===== src/rtl/vita49_unpack.sv =====
// VITA-49 IF-data-with-stream-ID unpacker: validates and strips the 5-word
// prologue, forwards the payload with TLAST, and reports timestamps, status and error counts.
module vita49_unpack #(
    parameter int HDR_WORDS = 5,
    parameter int ERR_CNT_W = 8
) (
    input  logic                   AXIS_ACLK,
    input  logic                   AXIS_ARESETN,
    input  logic [31:0]            S_AXIS_TDATA,
    input  logic                   S_AXIS_TVALID,
    input  logic                   S_AXIS_TLAST,
    output logic                   S_AXIS_TREADY,
    output logic [31:0]            M_AXIS_TDATA,
    output logic                   M_AXIS_TVALID,
    output logic                   M_AXIS_TLAST,
    input  logic                   M_AXIS_TREADY,
    input  logic [31:0]            ctrl,
    input  logic [31:0]            streamID,
    output logic [31:0]            status,
    output logic [31:0]            ts_sec,
    output logic [63:0]            ts_fsec,
    output logic                   ts_valid,
    output logic [15:0]            good_pkts,
    output logic [4*ERR_CNT_W-1:0] err_cnt
);

    typedef enum logic [2:0] {
        S_IDLE, S_HDR, S_SID, S_TSI, S_TSF0, S_TSF1, S_PAYLOAD, S_DROP
    } state_t;

    localparam logic [ERR_CNT_W-1:0] ERR_MAX = '1;

    state_t                 state_reg;
    logic [15:0]            pkt_size_reg;
    logic [3:0]             pkt_cnt_reg;
    logic [3:0]             prev_cnt_reg;
    logic                   seq_first_reg;
    logic                   pkt_err_reg;
    logic [15:0]            word_cnt_reg;
    logic [31:0]            tsi_reg;
    logic [31:0]            tsf0_reg;
    logic [31:0]            ts_sec_reg;
    logic [63:0]            ts_fsec_reg;
    logic                   ts_valid_reg;
    logic [15:0]            good_reg;
    logic [ERR_CNT_W-1:0]   err_reg [4];

    logic       enable, reset_cmd, passthrough, drop_on_sid;
    logic       accept, count_end, hdr_ok, seq_bad, sid_bad, good_inc;
    logic [3:0] err_inc;
    logic [3:0] next_cnt;
    state_t     boundary;
    logic       unused_ctrl;

    assign enable      = ctrl[0];
    assign reset_cmd   = ctrl[1];
    assign passthrough = ctrl[2];
    assign drop_on_sid = ctrl[3];
    assign unused_ctrl = &{1'b0, ctrl[31:4]};

    assign accept    = S_AXIS_TVALID & S_AXIS_TREADY;
    assign count_end = (word_cnt_reg == pkt_size_reg - 16'd1);
    assign hdr_ok    = (S_AXIS_TDATA[31:28] == 4'b0001) &&
                       (S_AXIS_TDATA[15:0] >= 16'(HDR_WORDS + 1));
    assign next_cnt  = prev_cnt_reg + 4'd1;
    assign seq_bad   = !seq_first_reg && (S_AXIS_TDATA[19:16] != next_cnt);
    assign sid_bad   = (S_AXIS_TDATA != streamID);
    assign boundary  = enable ? S_HDR : S_IDLE;

    // Payload is a zero-latency pass-through; every other state sinks words or stalls.
    always_comb begin
        S_AXIS_TREADY = 1'b0;
        M_AXIS_TDATA  = 32'd0;
        M_AXIS_TVALID = 1'b0;
        M_AXIS_TLAST  = 1'b0;
        if (passthrough) begin
            S_AXIS_TREADY = M_AXIS_TREADY;
            M_AXIS_TDATA  = S_AXIS_TDATA;
            M_AXIS_TVALID = S_AXIS_TVALID;
            M_AXIS_TLAST  = S_AXIS_TLAST;
        end else begin
            case (state_reg)
                S_IDLE: S_AXIS_TREADY = 1'b0;
                S_PAYLOAD: begin
                    S_AXIS_TREADY = M_AXIS_TREADY;
                    M_AXIS_TDATA  = S_AXIS_TDATA;
                    M_AXIS_TVALID = S_AXIS_TVALID;
                    M_AXIS_TLAST  = S_AXIS_TLAST | count_end;
                end
                default: S_AXIS_TREADY = 1'b1;
            endcase
        end
    end

    // Error increments; bit order matches err_cnt = {hdr, sid, seq, len}.
    always_comb begin
        err_inc  = 4'd0;
        good_inc = 1'b0;
        if (!passthrough && !reset_cmd && accept) begin
            case (state_reg)
                S_HDR: begin
                    if (!hdr_ok) begin
                        err_inc[3] = 1'b1;
                    end else begin
                        err_inc[1] = seq_bad;
                        err_inc[0] = S_AXIS_TLAST;
                    end
                end
                S_SID: begin
                    err_inc[2] = sid_bad;
                    err_inc[0] = S_AXIS_TLAST;
                end
                S_TSI, S_TSF0, S_TSF1: err_inc[0] = S_AXIS_TLAST;
                S_PAYLOAD: begin
                    err_inc[0] = S_AXIS_TLAST ^ count_end;
                    good_inc   = S_AXIS_TLAST & count_end & !pkt_err_reg;
                end
                default: err_inc = 4'd0;
            endcase
        end
    end

    always_ff @(posedge AXIS_ACLK or negedge AXIS_ARESETN) begin
        if (!AXIS_ARESETN) begin
            state_reg     <= S_IDLE;
            pkt_size_reg  <= 16'd0;
            pkt_cnt_reg   <= 4'd0;
            prev_cnt_reg  <= 4'd0;
            seq_first_reg <= 1'b1;
            pkt_err_reg   <= 1'b0;
            word_cnt_reg  <= 16'd0;
            tsi_reg       <= 32'd0;
            tsf0_reg      <= 32'd0;
            ts_sec_reg    <= 32'd0;
            ts_fsec_reg   <= 64'd0;
            ts_valid_reg  <= 1'b0;
        end else begin
            ts_valid_reg <= 1'b0;
            if (reset_cmd) begin
                pkt_size_reg  <= 16'd0;
                pkt_cnt_reg   <= 4'd0;
                prev_cnt_reg  <= 4'd0;
                seq_first_reg <= 1'b1;
                pkt_err_reg   <= 1'b0;
                // Mid-packet: flush the residue unless its TLAST is being taken right now.
                if (state_reg == S_IDLE || state_reg == S_HDR)
                    state_reg <= S_IDLE;
                else if (accept && S_AXIS_TLAST)
                    state_reg <= S_IDLE;
                else
                    state_reg <= S_DROP;
            end else if (!passthrough) begin
                case (state_reg)
                    S_IDLE: if (enable) state_reg <= S_HDR;
                    S_HDR: begin
                        if (accept) begin
                            pkt_err_reg <= 1'b0;
                            if (!hdr_ok) begin
                                state_reg <= S_AXIS_TLAST ? boundary : S_DROP;
                            end else begin
                                pkt_size_reg  <= S_AXIS_TDATA[15:0];
                                pkt_cnt_reg   <= S_AXIS_TDATA[19:16];
                                prev_cnt_reg  <= S_AXIS_TDATA[19:16];
                                seq_first_reg <= 1'b0;
                                pkt_err_reg   <= seq_bad;
                                state_reg     <= S_AXIS_TLAST ? boundary : S_SID;
                            end
                        end else if (!enable) begin
                            state_reg <= S_IDLE;
                        end
                    end
                    S_SID: if (accept) begin
                        if (sid_bad) pkt_err_reg <= 1'b1;
                        if (S_AXIS_TLAST)
                            state_reg <= boundary;
                        else if (sid_bad && drop_on_sid)
                            state_reg <= S_DROP;
                        else
                            state_reg <= S_TSI;
                    end
                    S_TSI: if (accept) begin
                        tsi_reg   <= S_AXIS_TDATA;
                        state_reg <= S_AXIS_TLAST ? boundary : S_TSF0;
                    end
                    S_TSF0: if (accept) begin
                        tsf0_reg  <= S_AXIS_TDATA;
                        state_reg <= S_AXIS_TLAST ? boundary : S_TSF1;
                    end
                    S_TSF1: if (accept) begin
                        ts_sec_reg   <= tsi_reg;
                        ts_fsec_reg  <= {tsf0_reg, S_AXIS_TDATA};
                        ts_valid_reg <= 1'b1;
                        word_cnt_reg <= 16'(HDR_WORDS);
                        state_reg    <= S_AXIS_TLAST ? boundary : S_PAYLOAD;
                    end
                    S_PAYLOAD: if (accept) begin
                        if (S_AXIS_TLAST)
                            state_reg <= boundary;
                        else if (count_end)
                            state_reg <= S_DROP;
                        else
                            word_cnt_reg <= word_cnt_reg + 16'd1;
                    end
                    S_DROP: if (accept && S_AXIS_TLAST) state_reg <= boundary;
                    default: state_reg <= S_IDLE;
                endcase
            end
        end
    end

    always_ff @(posedge AXIS_ACLK or negedge AXIS_ARESETN) begin
        if (!AXIS_ARESETN)
            good_reg <= 16'd0;
        else if (reset_cmd)
            good_reg <= 16'd0;
        else if (good_inc)
            good_reg <= good_reg + 16'd1;
    end

    generate
        for (genvar gi = 0; gi < 4; gi++) begin : g_err
            always_ff @(posedge AXIS_ACLK or negedge AXIS_ARESETN) begin
                if (!AXIS_ARESETN)
                    err_reg[gi] <= '0;
                else if (reset_cmd)
                    err_reg[gi] <= '0;
                else if (err_inc[gi] && err_reg[gi] != ERR_MAX)
                    err_reg[gi] <= err_reg[gi] + 1'b1;
            end
            assign err_cnt[gi*ERR_CNT_W +: ERR_CNT_W] = err_reg[gi];
        end
    endgenerate

    assign status    = {pkt_size_reg, 8'd0, pkt_cnt_reg, 2'd0,
                        (state_reg == S_DROP), (state_reg != S_IDLE)};
    assign ts_sec    = ts_sec_reg;
    assign ts_fsec   = ts_fsec_reg;
    assign ts_valid  = ts_valid_reg;
    assign good_pkts = good_reg;

endmodule

===== config.mk =====
export PLATFORM = sky130hd
export DESIGN_NAME = vita49_unpack
export DESIGN_NICKNAME = d
export VERILOG_FILES = /design/src/rtl/vita49_unpack.sv
export SDC_FILE = /design/constraint.sdc
export NUM_CORES = 1
export LEC_CHECK = 0
export CAP_MARGIN = 5
export CORE_AREA = 2 2 177 179
export DETAILED_ROUTE_END_ITERATION = 8
export DIE_AREA = 0 0 179 181
export GPL_TIMING_DRIVEN = 1
export PLACE_DENSITY = 0.67
export SKIP_LAST_GASP = 1
export SLEW_MARGIN = 20
export SYNTH_ARGS = -nofsm -noshare
export SYNTH_HDL_FRONTEND = slang
export SYNTH_SLANG_ARGS = --single-unit
export TNS_END_PERCENT = 10

===== constraint.sdc =====
create_clock -name AXIS_ACLK -period 4.4 [get_ports AXIS_ACLK]
set_input_delay 0.44 -clock AXIS_ACLK [delete_from_list [all_inputs] [get_ports AXIS_ACLK]]
set_output_delay 0.44 -clock AXIS_ACLK [all_outputs]
set_load 0.01 [all_outputs]

After elaboration in Yosys (flattened, before gate mapping)
Index checks and enable logic that the tools add are counted.
{"block": "op_classes", "div_mod_pow": 0, "n_mul": 0, "shifts": 0, "add_sub_neg": 8, "n_mux": 83, "eq_ne": 31, "magnitude_cmp": 1, "bitwise_logic": 7, "n_reduce_logical": 35}
{"op": "16-bit 2-to-1 mux", "n": 11}
{"op": "3-bit 2-to-1 mux", "n": 22}
{"op": "32-bit 2-to-1 mux", "n": 2}
{"op": "8-bit 2-to-1 mux", "n": 8}
{"op": "16-bit by 1-bit adder with 16-bit output, second input constant", "n": 2}
{"op": "8-bit by 1-bit adder with 8-bit output, second input constant", "n": 4}
{"op": "32-bit != test", "n": 1}
{"op": "8-bit != test, second input constant", "n": 4}
{"op": "16-bit case mux with 2 select lines", "n": 1}
{"op": "1-bit 2-to-1 mux", "n": 27}
{"op": "4-bit 2-to-1 mux", "n": 6}
{"op": "3-bit != test, second input constant", "n": 8}
{"op": "3-bit case mux with 8 select lines", "n": 1}
{"op": "2-bit nonzero test", "n": 9}
{"op": "16-bit equality test", "n": 1}
{"op": "16-bit by 3-bit >= comparator with 1-bit output, second input constant", "n": 1}
{"op": "4-bit AND reduction", "n": 4}
{"op": "16-bit by 1-bit subtractor with 16-bit output, second input constant", "n": 1}
{"op": "3-bit equality test, second input constant", "n": 4}
{"op": "1-bit logical AND", "n": 10}
{"op": "2-bit != test, second input constant", "n": 5}
{"op": "10-bit AND reduction", "n": 1}
{"op": "4-bit != test, second input constant", "n": 2}
{"op": "7-bit AND reduction", "n": 1}
{"op": "19 further kinds", "n": 29}
{"block": "totals", "input_bits": 101, "rom_bits": 0, "elab_cells": 181, "register_bits": 250, "output_inout_bits": 212, "latchBits": 0, "ram_bits": 0, "memories": 0}

Logic depth before layout (Yosys ltp)
Gate-level depths: netlist (run 1).
{"block": "depth", "word_depth": 9, "ltp_mapped": 17}

Worst setup path before layout (run 1)
No wires, ideal clock.
{"block": "synth_path", "path_kind": "register -> register", "start": "reg pkt_size_reg[0]", "end": "reg err_reg, in the netlist err_cnt[7]", "path_buffers": 2, "t_arrival_ps": 3485, "stages_incl_launch_ff": 18, "synth_period_minus_slack_ps": 3625, "setup_slack_ps": 775, "setup_time_ps": 140, "path_cell_list": "dfrtp_1 > inv_1 > ha_1 > or4b_1 > clkbuf_2 > o21ai_0 > nand3_1 > a2111oi_0 > nand4_1 > ha_1 > nand3b_1 > o21ai_0 > nand2_1 > o31ai_1 > o211ai_1 > clkbuf_1 > o311ai_0 > o41ai_1"}
{"block": "synth_between", "elab_chain_len": 7}
{"item": "from (decl)", "line_no": "34", "text": "logic [15:0] pkt_size_reg;"}
{"item": "from (signal assigned)", "line_no": "161", "text": "pkt_size_reg <= S_AXIS_TDATA[15:0];"}
{"item": "16-bit by 1-bit subtractor with 16-bit output", "line_no": "62", "text": "assign count_end = (word_cnt_reg == pkt_size_reg - 16'd1);"}
{"item": "16-bit equality test", "line_no": "62"}
{"item": "1-bit XOR", "line_no": "115", "text": "err_inc[0] = S_AXIS_TLAST ^ count_end;"}
{"item": "1-bit case mux with 3 select lines", "line_no": "100", "text": "case (state_reg)"}
{"item": "4-bit 2-to-1 mux", "line_no": "99", "text": "if (!passthrough && !reset_cmd && accept) begin"}
{"item": "1-bit logical AND", "line_no": "227", "text": "else if (err_inc[gi] && err_reg[gi] != ERR_MAX)"}
{"item": "2-bit nonzero test (no source line)"}
{"item": "to (signal, indexed assignment)", "line_no": "228", "text": "err_reg[gi] <= err_reg[gi] + 1'b1;"}
{"item": "to (decl)", "line_no": "46", "text": "logic [ERR_CNT_W-1:0] err_reg [4];"}
No other way between the ends.
A chain may end at the register's enable or synchronous reset.

Worst setup path in the final report (run 1)
{"block": "layout_path", "start": "reg pkt_size_reg[0]", "end": "out M_AXIS_TLAST"}
{"block": "layout_between", "elab_chain_len": 5}
{"item": "16-bit by 1-bit subtractor with 16-bit output", "line_no": "62"}
{"item": "16-bit equality test", "line_no": "62"}
{"item": "1-bit bitwise OR", "line_no": "88", "text": "M_AXIS_TLAST = S_AXIS_TLAST | count_end;"}
{"item": "1-bit 2-to-1 mux", "line_no": "82", "text": "case (state_reg)"}
{"item": "1-bit 2-to-1 mux", "line_no": "76", "text": "if (passthrough) begin"}
{"item": "to (decl)", "line_no": "15", "text": "output logic M_AXIS_TLAST,"}
No other way between the ends.

==> summary.txt, run 1 <==
Cells and area
  – Count of antenna diodes in the layout: 0
  – Final-stage net count: 1,625
  – Max reg flops: 64
  – Filler cell count in the final layout: 2,672
  – Share of post-route cells with drive strength above 1: 11.5%
  – Core utilization of the finished layout: 53.8%
  – Layout Area Growth over Synthesis: 35.7%

Placed design
  – IO Port Bufs: 274
  – Placed wire-length estimate after detailed placement: 25,100 um
  – Weighted congestion reported at the end of routability-driven placement: 0.850

Routing
  – Routed wire length per instance: 19.0 um
  – Met2 WL: 17,000 um
  – Count of routing violations after the opening detailed-route iteration: 602
  – Drt pass-1 iters: 5
  – Residual antenna-violating net count after detailed routing: 0
  – Total length of routed wires: 36,600 um
  – Detailed route wirelength on metal3: 2720 um
  – Highest metal layer with signal wires: met4
  – Mean number of vias per cell: 5.28
  – Post-detailed-route DRC marker count: 0
  – Metal-1 WL: 16,100 um
  – Number of vias after detailed routing: 10,200

Logic synthesis
  – Post-synthesis async set-or-reset flop share: 100%
  – Share of the synthesized area in the top cell type: 51.8%
  – Number of flops mapped to enable cells by yosys: 0
  – Top cells by area, synth: dfrtp_1 (52%), nand2_1 (10%), mux2_2 (6.0%)
  – Sequential-to-total area share from yosys stat: 52.0%
  – Post-synth top area cell: dfrtp_1
  – Mapped Avg Cell Area: 9.74 um2
  – Total of warnings raised by yosys: 0
  – Post-synth design cell area: 12,000 um2
  – Most common cell in the netlist: nand2_1
  – Number of different library cells in the post-synthesis netlist: 72
  – Post-synth top flop: dfrtp_1
  – Synthesized instance count: 1,236
  – Register bit count reported by yosys: 250
  – Most frequent cells after synthesis: nand2_1 (333), dfrtp_1 (249), mux2_2 (64)

STA
  – Final Critical Period: 4160 ps
  – Final cycle utilization of the critical path: 94.5%
  – # setup viols final: 0
  – Worst slew margin: 32.9%
  – Final hold violation count: 18
  – Final-layout worst hold slack: -42.6 ps
  – Worst-Margin Slew: 1000 ps
  – Largest clock skew in the final design: 15.1 ps
  – Maximum achievable frequency: 240 MHz
  – Setup_tns: 0 ps
  – Final slew viol count: 0
  – Setup repair after global routing missed its margin: false

Floorplanning
  – Initial core utilization: 39.7%
  – Area enclosed by the die boundary: 32,400 um2
  – Horizontal die dimension: 179 um
  – Core Area: 30,300 um2
  – Height of the die: 181 um
  – Row Count: 64
  – Number of placed I/O pins: 313

Global routing
  – Pin count of the biggest net entering global routing: 124
  – Grt total ovfl: 0
  – Vias in the first global route: 9,964
  – Wire length of the first global-routing pass: 57,400 um
  – Global Route Usage Sum: 22.6%
  – Initial antenna violation count: 0

Clock network
  – Clock latency of the later-clocked register in the worst-skew pair: 540 ps
  – TritonCTS buffer count: 27
  – Post-CTS clock slew at the launch and capture registers of the worst setup and hold paths: 60 ps
  – Clock tree root buffer cell: clkbuf_16
  – CTS tree: done
  – Count of H-tree levels built during CTS: 1
  – Buffer levels on the longest clock path: 3
  – Count of clock tree sinks: 250
  – CTS hold repair buffers: 0

Critical path
  – Critical path's most frequent cell: ha_1
  – Kind of start point of the critical path: flop
  – Critical Setup Path Class: reg2out
  – Master of the slowest instance on the critical path: or4b_1
  – CP Capture Type: primary output
  – Critical path, cell by cell: inv_1 > ha_1 > or4b_1 > buf_4 > nor4b_1 > a311o_1 > a31o_2 > nand4_1 > ha_1 > o41ai_1 > dlygate4sd2_1
  – Bufs and invs on worst path: 3
  – Endpoint arrival time on the critical path: 3720 ps
  – Crit-path max cell delay: 480 ps
  – Critical Path RT: 3960 ps
  – Family with the most delay on the worst path: simple AND/OR/NAND/NOR gates
  – Crit path max fanout: 7

Run status
  – Outcome: finished, violations left
  – Violations in the final reports: hold timing

Power and ir drop
  – Power per standard cell area: 431 nW/um2
  – Static Leakage: 7.53 nW
  – Maximum resistive drop on vdd: 292 uV

Flow run
  – Max Cap Viol: 0

Worst hold path
  – Type of the tightest min-delay check: in2async
==> layer usage <==
layer	track usage (%)	vias to the layer above
li1	-	4733
met1	31.2	5077
met2	35.8	331
met3	5.62	52
met4	4.94	0
met5	0	-
==> layout by cell type (no fill, tap or decap), drive strengths merged, types with 5 or more instances in the layout <==
| cell type | instances |
|---|---|
| nand2 | 333 |
| a21oi | 21 |
| a211oi | 5 |
| inv | 17 |
| nor2b | 37 |
| mux2i | 16 |
| clkinv | 8 |
| nand4 | 22 |
| and3 | 10 |
| xnor2 | 58 |
| nor4 | 19 |
| nand3 | 38 |
| ha | 10 |
| or4 | 6 |
| xor2 | 22 |
| a22o | 20 |
| or3 | 14 |
| nor2 | 63 |
| conb | 10 |
| clkdlybuf4s50 | 271 |
| dfrtp | 249 |
| mux2 | 66 |
| o21ai | 21 |
| buf | 45 |
| o31ai | 6 |
| bufinv | 6 |
| clkbuf | 33 |
| nor3 | 23 |
| nand2b | 14 |
==> power by group <==
part           internal [mW]  switching, mW
combinational          0.818          0.708
sequential              2.74          0.304
clock                   1.53          0.951
total                   5.08           1.96
==> worst paths after layout <==
kind,start,end,slack [ps],cells past startpoint
hold / removal,AXIS_ARESETN,ts_sec[22],-40,1
hold reg to reg,tsf0_reg[27],ts_fsec[59],460,2
min in group AXIS_ACLK,tsf0_reg[27],ts_fsec[59],460,2
setup / recovery,pkt_size_reg[0],M_AXIS_TLAST,240,11
setup reg to reg,pkt_size_reg[0],err_cnt[5],340,17
max in group asynchronous,AXIS_ARESETN,ts_fsec[56],3240,2
==> area by class of cell <==
| class | instances | area, um2 | area share (%) |
|---|---|---|---|
| clock buffers | 33 | 728 | 4.46 |
| clock inverters | 16 | 236 | 1.45 |
| inverters | 16 | 60.1 | 0.368 |
| multi-input cells | 902 | 5440 | 33.3 |
| flip-flops and latches | 250 | 6260 | 38.3 |
| well taps | 396 | 495 | 3.03 |
| repair buffers | 317 | 3110 | 19.1 |
==> per-stage QoR <==
step | worst slack (ps) | instances | instance area (um2) | power, mW | hold slack [ps]
5_1_grt | 43.8 | 1930 | 16300 | 7.38 | 19.6
4_1_cts | 229 | 1928 | 16300 | 7.10 | 2.54
3_3_place_gp | 333 | 1878 | 15300 | 4.56 | 443
2_1_floorplan | 775 | 1245 | 12100 | 3.77 | 144
3_5_place_dp | 258 | 1878 | 15300 | 4.60 | 448
6_report | 240 | 1930 | 16300 | 7.04 | -42.6
==> cells by family (layout without fill, tap and decap cells) <==
family | after synthesis | in the layout | share of synthesized area (%)
compound gates | 117 | 117 | 6.96
xor+xnor | 80 | 80 | 5.82
fa+ha+maj | 10 | 10 | 1.04
buf+inv | 93 | 382 | 3.41
flops | 250 | 250 | 52.0
mux | 82 | 82 | 7.54
other cells | 1 | 10 | 0.0312
simple gates | 603 | 603 | 23.2
==> repair_timing <==
item                       4_1_cts  5_1_grt
gates resized for setup          1        0
pin swaps                        1        1
setup endpoints to repair        1        1
setup buffers                    1        2
Power figures use the tool's default switching activity.
==> run 2, diff against run 1 <==
CORE_AREA = 10 10 185 187   (was 2 2 177 179)
DIE_AREA = 0 0 195 197   (was 0 0 179 181)
==> summary.txt, run 2 (synthesis results as in run 1) <==
Floorplanning
  – Number of placed I/O pins: 313
  – Row Count: 64
  – Initial core utilization: 39.6%
  – Horizontal die dimension: 195 um
  – Core Area: 30,400 um2
  – Height of the die: 197 um
  – Area enclosed by the die boundary: 38,400 um2

STA
  – Largest clock skew in the final design: 18.6 ps
  – Final slew viol count: 0
  – Final-layout worst hold slack: 443 ps
  – Final WS setup: 247 ps
  – Final cycle utilization of the critical path: 94.4%
  – Setup_tns: 0 ps
  – Worst slew margin: 31.6%
  – Final hold violation count: 0
  – Worst-Margin Slew: 1020 ps
  – # setup viols final: 0
  – Final Critical Period: 4150 ps
  – Setup repair after global routing missed its margin: false
  – Maximum achievable frequency: 241 MHz

Power and ir drop
  – Combinational fraction of design power: 22.5%
  – Switching share of total power: 28.3%
  – P_int: 4.96 mW
  – Share of total power in the clock network: 33.7%
  – Maximum resistive drop on vdd: 219 uV
  – Switching power total: 1.96 mW
  – Power consumption: 6.92 mW
  – Static Leakage: 7.49 nW
  – Fraction of power consumed by sequential logic: 43.9%
  – Power per standard cell area: 425 nW/um2

Run status
  – Outcome: finished clean

Critical path
  – Master of the slowest instance on the critical path: or4b_4
  – Critical Setup Path Class: reg2out
  – Critical path, cell by cell: inv_1 > ha_1 > or4b_4 > o21ai_0 > nand3_1 > a2111oi_1 > nand4_1 > ha_1 > o41ai_2 > dlygate4sd2_1
  – Stages on the worst setup path: 10
  – Kind of start point of the critical path: flop
  – Worst-case register-to-register setup slack: 450 ps
  – R2R Path End: err_cnt[5]
  – Family with the most delay on the worst path: simple AND/OR/NAND/NOR gates
  – Critical Path RT: 3960 ps
  – Source of the worst register-to-register timing path: pkt_size_reg[1]
  – Crit-path max cell delay: 560 ps
  – Crit path max fanout: 8
  – Critical path launch point: pkt_size_reg[1]
  – Bufs and invs on worst path: 2
  – Critical path's most frequent cell: ha_1
  – CP Capture Point: M_AXIS_TLAST
  – Endpoint arrival time on the critical path: 3710 ps
  – CP Capture Type: primary output
  – Reg2Reg Depth: 15

Placed design
  – Placed wire-length estimate after detailed placement: 28,000 um
  – Placed Cells incl. Taps: 1,879
  – IO Port Bufs: 274
  – Pre-CTS worst setup slack: 145 ps
  – Weighted congestion reported at the end of routability-driven placement: 0.843

Cells and area
  – Most common cell after layout, fill and taps aside: nand2_1
  – Share of post-route cells with drive strength above 1: 11.2%
  – Filler cell count in the final layout: 2,743
  – Max reg flops: 64
  – Layout Area Growth over Synthesis: 35.2%
  – Commonest cells after routing, fill and taps aside: nand2_1 (333), clkdlybuf4s50_1 (271), dfrtp_1 (249)
  – Final-stage net count: 1,626
  – Number of standard cells in the layout, taps in and fillers out: 1,929

Clock network
  – Count of clock tree sinks: 250
  – Post-CTS clock slew at the launch and capture registers of the worst setup and hold paths: 60 ps
  – Clock tree root buffer cell: clkbuf_16
  – CTS tree: done
  – Count of H-tree levels built during CTS: 1
  – Buffer levels on the longest clock path: 3
  – Clock latency of the later-clocked register in the worst-skew pair: 540 ps
  – TritonCTS buffer count: 28

Global routing
  – Global Route Usage Sum: 19.8%
  – Vias in the first global route: 10,400
  – Pin count of the biggest net entering global routing: 124
  – Grt total ovfl: 0
  – Wire length of the first global-routing pass: 61,200 um
  – Initial antenna violation count: 2

Routing
  – Routed wire length per instance: 20.3 um
  – Count of routing violations after the opening detailed-route iteration: 769
  – Total length of routed wires: 39,200 um
  – Drt pass-1 iters: 5
  – Post-detailed-route DRC marker count: 0
  – Number of vias after detailed routing: 10,100
  – Mean number of vias per cell: 5.23
  – Residual antenna-violating net count after detailed routing: 0

Worst hold path
  – Type of the tightest min-delay check: in2reg

Flow run
  – Max Cap Viol: 0
-- run 2: cell types whose count changed in the layout (fill, tap and decap cells not counted), moves of 2 or more --
cell / before / now
buf_12: 4 / 2
bufinv_16: 6 / 3
clkbuf_1: 3 / 6
clkbuf_16: 27 / 29
clkinv_2: 8 / 4
-- run 2: final cells by class --
type | instances | area (um2) | area share [%]
multi-input cells | 902 | 5450 | 33.5
well taps | 396 | 495 | 3.05
clock buffers | 37 | 776 | 4.77
flip-flops and latches | 250 | 6260 | 38.5
inverters | 16 | 60.1 | 0.369
repair buffers | 317 | 3090 | 19.0
diodes | 1 | 2.50 | 0.0154
clock inverters | 10 | 134 | 0.823
-- run 2: metrics by stage --
| step | util, % | area (um2) |
|---|---|---|
| after floorplan | - | 12100 |
| after global placement | 50.4 | 15300 |
| after detailed placement | 50.4 | 15300 |
| after CTS | 53.5 | 16300 |
| after global routing | 53.5 | 16300 |
| final | 53.5 | 16300 |
-- run 2: layer usage --
layer,track usage (%),up-vias,share of wire [%]
li1,-,4735,-
met1,24.6,4989,42
met2,32.0,306,47
met3,6.79,53,8.8
met4,5.49,0,2.2
met5,0,-,0
-- run 2: timing repair --
action / 4_1_cts / 5_1_grt
setup buffers: 1 / 0
hold buffers: 1 / 0
resized for setup: 4 / 0
setup endpoints to repair: 1 / 0
endpoints found under the hold margin: 20 / 0
-- run 2: worst min path at each step --
stage / slack, ps / cells after the start / end / startpoint
3_5_place_dp: 450 / 2 / ts_fsec[50] / tsf0_reg[18]
6_report: 440 / 5 / good_pkts[1] / ctrl[1]
2_1_floorplan: 140 / 0 / err_cnt[0] / AXIS_ARESETN
4_1_cts: 400 / 5 / good_pkts[1] / ctrl[1]
3_3_place_gp: 440 / 2 / ts_fsec[46] / tsf0_reg[14]
5_1_grt: 440 / 5 / good_pkts[1] / ctrl[1]
-- run 2: tightest hold or removal path: stages --
cell and delay (ps):
buf_2 140, nor4_2 70, buf_4 160, nand3_1 70
a21oi_1 50
-- run 2: power groups by stage --
stage,Sequential (mW),Combinational [mW],Clock [mW]
after CTS,3.03,1.58,2.38
after floorplan,3.05,0.713,0
final,3.04,1.55,2.33
after global placement,3.05,1.54,0
after detailed placement,3.06,1.56,0
after global routing,3.10,1.70,2.48
